<file path="src/rtl/iter_shift_reg_if.sv">
`default_nettype none
// +------------------------------------------------------------------+
// | iter_shift_reg_if                                                 |
// | Control/data bundle for the iterative shift register.             |
// | Rev 1.0                                                           |
// +------------------------------------------------------------------+
interface iter_shift_reg_if #(
  parameter int WIDTH = 8,
  parameter int CNT_W = 4
);
  logic [WIDTH-1:0] in;
  logic             load;
  logic             start;
  logic             dir;
  logic [1:0]       mode;
  logic [CNT_W-1:0] amt;
  logic             ex;
  logic [WIDTH-1:0] out;
  logic             busy;
  logic             done;
  logic             ser_out;

  modport master (
    output in, load, start, dir, mode, amt, ex,
    input  out, busy, done, ser_out
  );

  modport slave (
    input  in, load, start, dir, mode, amt, ex,
    output out, busy, done, ser_out
  );
endinterface
`default_nettype wire

</file>
<file path="src/rtl/iter_shift_reg.sv">
`default_nettype none
// +------------------------------------------------------------------+
// | iter_shift_reg                                                    |
// | Loadable register shifted one bit per cycle, amt times per start. |
// | Rev 1.0                                                           |
// +------------------------------------------------------------------+
module iter_shift_reg #(
  parameter int WIDTH = 8,
  parameter int CNT_W = 4
) (
  input  logic            clk,
  input  logic            rst,
  iter_shift_reg_if.slave bus
);

  localparam logic [1:0] c_IDLE  = 2'd0;
  localparam logic [1:0] c_SHIFT = 2'd1;
  localparam logic [1:0] c_DONE  = 2'd2;

  localparam logic [1:0] c_MODE_LOG = 2'b00;
  localparam logic [1:0] c_MODE_ARI = 2'b01;
  localparam logic [1:0] c_MODE_ROT = 2'b10;
  localparam logic [1:0] c_MODE_SER = 2'b11;

  generate
    if (WIDTH < 2) begin : g_width_check
      $error("iter_shift_reg: WIDTH must be at least 2");
    end
    if (CNT_W < 1) begin : g_cnt_check
      $error("iter_shift_reg: CNT_W must be at least 1");
    end
  endgenerate

  logic [1:0]       r_state;
  logic [CNT_W-1:0] r_cnt;
  logic             r_dir;
  logic [1:0]       r_mode;
  logic [WIDTH-1:0] r_out;
  logic             r_busy;
  logic             r_done;
  logic             r_ser;

  logic             w_fill;
  logic             w_shout;
  logic [WIDTH-1:0] w_next;

  // Serial-fill mode takes ex live each step; everything else uses latched controls.
  always_comb begin
    w_fill = 1'b0;
    case (r_mode)
      c_MODE_LOG: w_fill = 1'b0;
      c_MODE_ARI: w_fill = r_dir ? 1'b0 : r_out[WIDTH-1];
      c_MODE_ROT: w_fill = r_dir ? r_out[WIDTH-1] : r_out[0];
      c_MODE_SER: w_fill = bus.ex;
      default:    w_fill = 1'b0;
    endcase
    w_shout = r_dir ? r_out[WIDTH-1] : r_out[0];
    w_next  = r_dir ? {r_out[WIDTH-2:0], w_fill} : {w_fill, r_out[WIDTH-1:1]};
  end

  always_ff @(posedge clk or negedge rst) begin
    if (!rst) begin
      r_state <= c_IDLE;
      r_cnt   <= '0;
      r_dir   <= 1'b0;
      r_mode  <= c_MODE_LOG;
      r_out   <= '0;
      r_busy  <= 1'b0;
      r_done  <= 1'b0;
      r_ser   <= 1'b0;
    end else begin
      case (r_state)
        c_IDLE: begin
          r_done <= 1'b0;
          if (bus.load) begin
            r_out <= bus.in;
          end else if (bus.start) begin
            r_dir  <= bus.dir;
            r_mode <= bus.mode;
            if (bus.amt != '0) begin
              r_cnt   <= bus.amt;
              r_busy  <= 1'b1;
              r_state <= c_SHIFT;
            end else begin
              r_done  <= 1'b1;
              r_state <= c_DONE;
            end
          end
        end
        c_SHIFT: begin
          r_out <= w_next;
          r_ser <= w_shout;
          r_cnt <= r_cnt - CNT_W'(1);
          // Last step: busy drops on the same edge done rises.
          if (r_cnt == CNT_W'(1)) begin
            r_busy  <= 1'b0;
            r_done  <= 1'b1;
            r_state <= c_DONE;
          end
        end
        c_DONE: begin
          r_done  <= 1'b0;
          r_state <= c_IDLE;
        end
        default: begin
          r_busy  <= 1'b0;
          r_done  <= 1'b0;
          r_state <= c_IDLE;
        end
      endcase
    end
  end

  assign bus.out     = r_out;
  assign bus.busy    = r_busy;
  assign bus.done    = r_done;
  assign bus.ser_out = r_ser;

endmodule
`default_nettype wire

</file>
<file path="src/flat_wrapper.sv">
// flat-port wrapper written by rule: the top's interface ports become plain ports
module iter_shift_reg_flat 
#(
  parameter int WIDTH = 8,
  parameter int CNT_W = 4
)
  (clk, rst, bus_in, bus_load, bus_start, bus_dir, bus_mode, bus_amt, bus_ex, bus_out, bus_busy, bus_done, bus_ser_out);
  iter_shift_reg_if #(.WIDTH(WIDTH), .CNT_W(CNT_W)) bus_i ();
  input  logic clk;
  input  logic rst;
  input wire logic [$bits(bus_i.in)-1:0] bus_in;
  input wire logic [$bits(bus_i.load)-1:0] bus_load;
  input wire logic [$bits(bus_i.start)-1:0] bus_start;
  input wire logic [$bits(bus_i.dir)-1:0] bus_dir;
  input wire logic [$bits(bus_i.mode)-1:0] bus_mode;
  input wire logic [$bits(bus_i.amt)-1:0] bus_amt;
  input wire logic [$bits(bus_i.ex)-1:0] bus_ex;
  output wire logic [$bits(bus_i.out)-1:0] bus_out;
  output wire logic [$bits(bus_i.busy)-1:0] bus_busy;
  output wire logic [$bits(bus_i.done)-1:0] bus_done;
  output wire logic [$bits(bus_i.ser_out)-1:0] bus_ser_out;
  assign bus_i.in = bus_in;
  assign bus_i.load = bus_load;
  assign bus_i.start = bus_start;
  assign bus_i.dir = bus_dir;
  assign bus_i.mode = bus_mode;
  assign bus_i.amt = bus_amt;
  assign bus_i.ex = bus_ex;
  assign bus_out = bus_i.out;
  assign bus_busy = bus_i.busy;
  assign bus_done = bus_i.done;
  assign bus_ser_out = bus_i.ser_out;
  iter_shift_reg #(.WIDTH(WIDTH), .CNT_W(CNT_W)) u_core (.clk(clk), .rst(rst), .bus(bus_i));
endmodule
</file>
<file path="config.mk">
export PLATFORM = sky130hd
export DESIGN_NAME = iter_shift_reg_flat
export DESIGN_NICKNAME = d
export VERILOG_FILES = /design/src/rtl/iter_shift_reg_if.sv /design/src/rtl/iter_shift_reg.sv /design/src/flat_wrapper.sv
export SDC_FILE = /design/constraint.sdc
export NUM_CORES = 1
export LEC_CHECK = 0
export CORE_MARGIN = 5
export CORE_UTILIZATION = 43
export DETAILED_ROUTE_END_ITERATION = 7
export PLACE_DENSITY_LB_ADDON = 0.2
export SYNTH_ARGS = -nofsm -noshare
export SYNTH_HDL_FRONTEND = slang
export SYNTH_SLANG_ARGS = --single-unit
</file>
<file path="constraint.sdc">
create_clock -name clk -period 1.5 [get_ports clk]
set_input_delay 0.15 -clock clk [delete_from_list [all_inputs] [get_ports clk]]
set_output_delay 0.15 -clock clk [all_outputs]
set_load 0.02 [all_outputs]
</file>
==> metrics.txt <==
routed vias 1027; layout cells sized above 1 23.5%; NetSw 1.29 mW; CTS sink cnt 20; Routed WL ~3000 um; Req. time, crit path 1.69 ns; ant diodes 0; Final ANT Viol Nets 0; die height 61.6 um; initial antenna violation count 0; max cap viols 0; worst setup margin 0.0131 ns; CTS buffer count 3; EDFF count, synth 0; CP Capture Type flop; first drt pass iteration count 4; Slew Viols, Final 0; Max Freq between 600 and 700 MHz; top cell type's share of synthesized area 43.7%; root buf cell clkbuf_4; Power Density 1980 nW/um^2; WHS roughly 0.18 ns; Hold WC Path Type primary input to async pin; largest net degree at the start of global routing 21; cell taking the most area after synthesis dfrtp_1; PortBufs 30; Top-Level Pins 31; internal power 1.93 mW; final number of setup-violating endpoints 0; WL/cell 16.4 um; Yosys reg bits 20; Synth Net Count 132; number of global-route vias before repair 967; crit path launch type flop; P_leak 0.713 nW; hpwl dp between 2000 and 2500 um; clock transition at the registers of the reported paths 0.12 ns; total power between 3 and 4 mW; die area between 3000 and 4000 um^2; combinational share of power 51.4%; Final #Nets 176; Peak supply drop 1.15 mV; mapped cell area around 1100 um^2; slew margin rel. 68.2%; GR Util All Layers 16.8%; switching share of power 40.1%; global-route wire length before repair ~4600 um; Mean Syn Cell Area 10.4 um^2; crit path DAT 1.68 ns; Cells after Synth 110; unrepaired setup endpoints after global routing yes; core footprint 2520 um^2; Async SR Flop Fraction 100%; 1st-iter DRT viols 51; Ys Warns 0; die width 61.6 um; CTS Buffer Depth 2; pre-CTS setup slack -0.208 ns; Layout Skew between 0.005 and 0.006 ns; sequential share of the synthesized area 43.7%; P&R area growth vs syn 41.7%; Hold Fails Final Rpt 0; GP Congestion 0.809; cells on worst reg2reg path 3; Final Cycle Share 99.1%; sequential power share 35.0%; predominant post-synthesis flop cell dfrtp_1; post-route setup TNS 0 ns; crit path kind flop to flop; DRC 0; worst slew pin tran 0.477 ns; CTS HTree Levels 1; Worst Path Max Fanout 3; Initial Util a little under half; clock share of power 13.6%; min Tclk post-route around 1.5 ns; gr ovfl total 0; TritonCTS clock tree yes; Synth cell types 36; synth top area cells dfrtp_1 (44%), mux2_2 (9.8%), o21ai_0 (4.4%); status complete, no violations; Vias/cell roughly 5.6; Clk Latency, worst-skew pair 0.30 ns; FP Rows 18
kinds of logic (layout without fill, tap and decap cells):
kind of cell,count (synthesis),after routing,share of synthesized area [%]
DFF,20,20,43.7
adders and majority gates,2,2,2.19
AOI/OAI and AO/OA,32,32,18.3
buffers and inverters,9,52,3.39
and+or+nand+nor,33,33,19.1
muxes,14,14,13.3
sequential cells by signal (all words and copies together), names as in the netlist:
register            count
u_core.r_state          2
u_core.bus.done         1
u_core.bus.ser_out      1
u_core.r_dir            1
u_core.bus.busy         1
u_core.r_mode           2
u_core.r_cnt            4
u_core.bus.out          8
critical path: stages (launching register included):
cell and delay (ns):
dfrtp_1 0.42, or4b_1 0.51, mux2_2 0.27, o32a_1 0.17
cell type report:
class,count,area (um^2)
Clock buffer,3,22.5
Inverter,4,15.0
Sequential cell,20,502
Clock inverter,1,30.0
Timing Repair Buffer,44,402
Fill cell,215,900
Multi-Input combinational cell,81,614
Tap cell,30,37.5
power groups by stage:
stage	sequential, mW	clock (mW)	combinational (mW)
floorplan	1.15	0	0.987
global placement	1.11	0	1.63
detailed placement	1.14	0	1.69
CTS	1.12	0.449	1.63
global route	1.17	0.476	1.82
finish	1.13	0.438	1.65
cells in the mapped netlist, types with 2 or more instances:
master,instances
dfrtp_1,20
mux2_2,10
nor4_1,2
mux2i_1,4
ha_1,2
buf_2,3
o21ai_0,10
nand2_1,12
a21oi_1,6
a22oi_1,6
nand3b_1,4
nor3b_1,4
inv_1,4
placed cells by master, fill, tap and decap left out, types with 2 or more instances in the layout:
| master | n |
|---|---|
| a22oi_1 | 6 |
| ha_1 | 2 |
| inv_1 | 4 |
| o21ai_0 | 10 |
| clkbuf_4 | 3 |
| nand2_1 | 12 |
| buf_4 | 14 |
| mux2i_1 | 4 |
| mux2_2 | 10 |
| dlymetal6s2s_1 | 2 |
| clkdlybuf4s50_1 | 21 |
| dlygate4sd2_1 | 7 |
| nor4_1 | 2 |
| dfrtp_1 | 19 |
| a21oi_1 | 6 |
| nor3b_1 | 4 |
| nand3b_1 | 4 |
per-stage QoR:
| stage | instance area [um^2] | util [%] | instances |
|---|---|---|---|
| 2_1_floorplan | 1140 | - | 110 |
| 3_3_place_gp | 1560 | 61.7 | 178 |
| 3_5_place_dp | 1560 | 61.7 | 178 |
| 4_1_cts | 1600 | 63.4 | 182 |
| 5_1_grt | 1620 | 64.3 | 183 |
| 6_report | 1620 | 64.3 | 183 |
worst paths after layout:
path | start | endpoint | slack, ns
max in group asynchronous | rst | u_core.r_cnt[0]$_DFFE_PN0P_ | 1.10
max reg2reg | u_core.r_cnt[1]$_DFFE_PN0P_ | u_core.r_cnt[3]$_DFFE_PN0P_ | 0.01
min | rst | u_core.bus.done$_DFFE_PN0N_ | 0.18
max | u_core.r_cnt[1]$_DFFE_PN0P_ | u_core.r_cnt[3]$_DFFE_PN0P_ | 0.01
min reg2reg | u_core.bus.ser_out$_DFFE_PN0P_ | u_core.bus.ser_out$_DFFE_PN0P_ | 0.49
min in group clk | bus_mode[1] | u_core.r_mode[1]$_DFFE_PN0P_ | 0.46
layer usage:
metal | wire length [um] | global-route usage, % | share of wire [%] | vias to the layer above
met5 | 0 | 0 | 0 | -
met4 | 22 | 6.36 | 0.73 | 0
met3 | 213 | 3.14 | 7.1 | 2
met2 | 1400 | 24.8 | 47 | 32
met1 | 1370 | 24.1 | 46 | 494
li1 | - | - | - | 499
what timing repair did:
| item | 4_1_cts | 5_1_grt |
|---|---|---|
| setup buffers | 0 | 1 |
| endpoints found under the setup margin | 7 | 6 |
| resized for setup | 7 | 5 |
| gates cloned | 0 | 0 |
| hold buffers | 0 | 0 |
No activity file was read; power rests on OpenSTA's default activity.
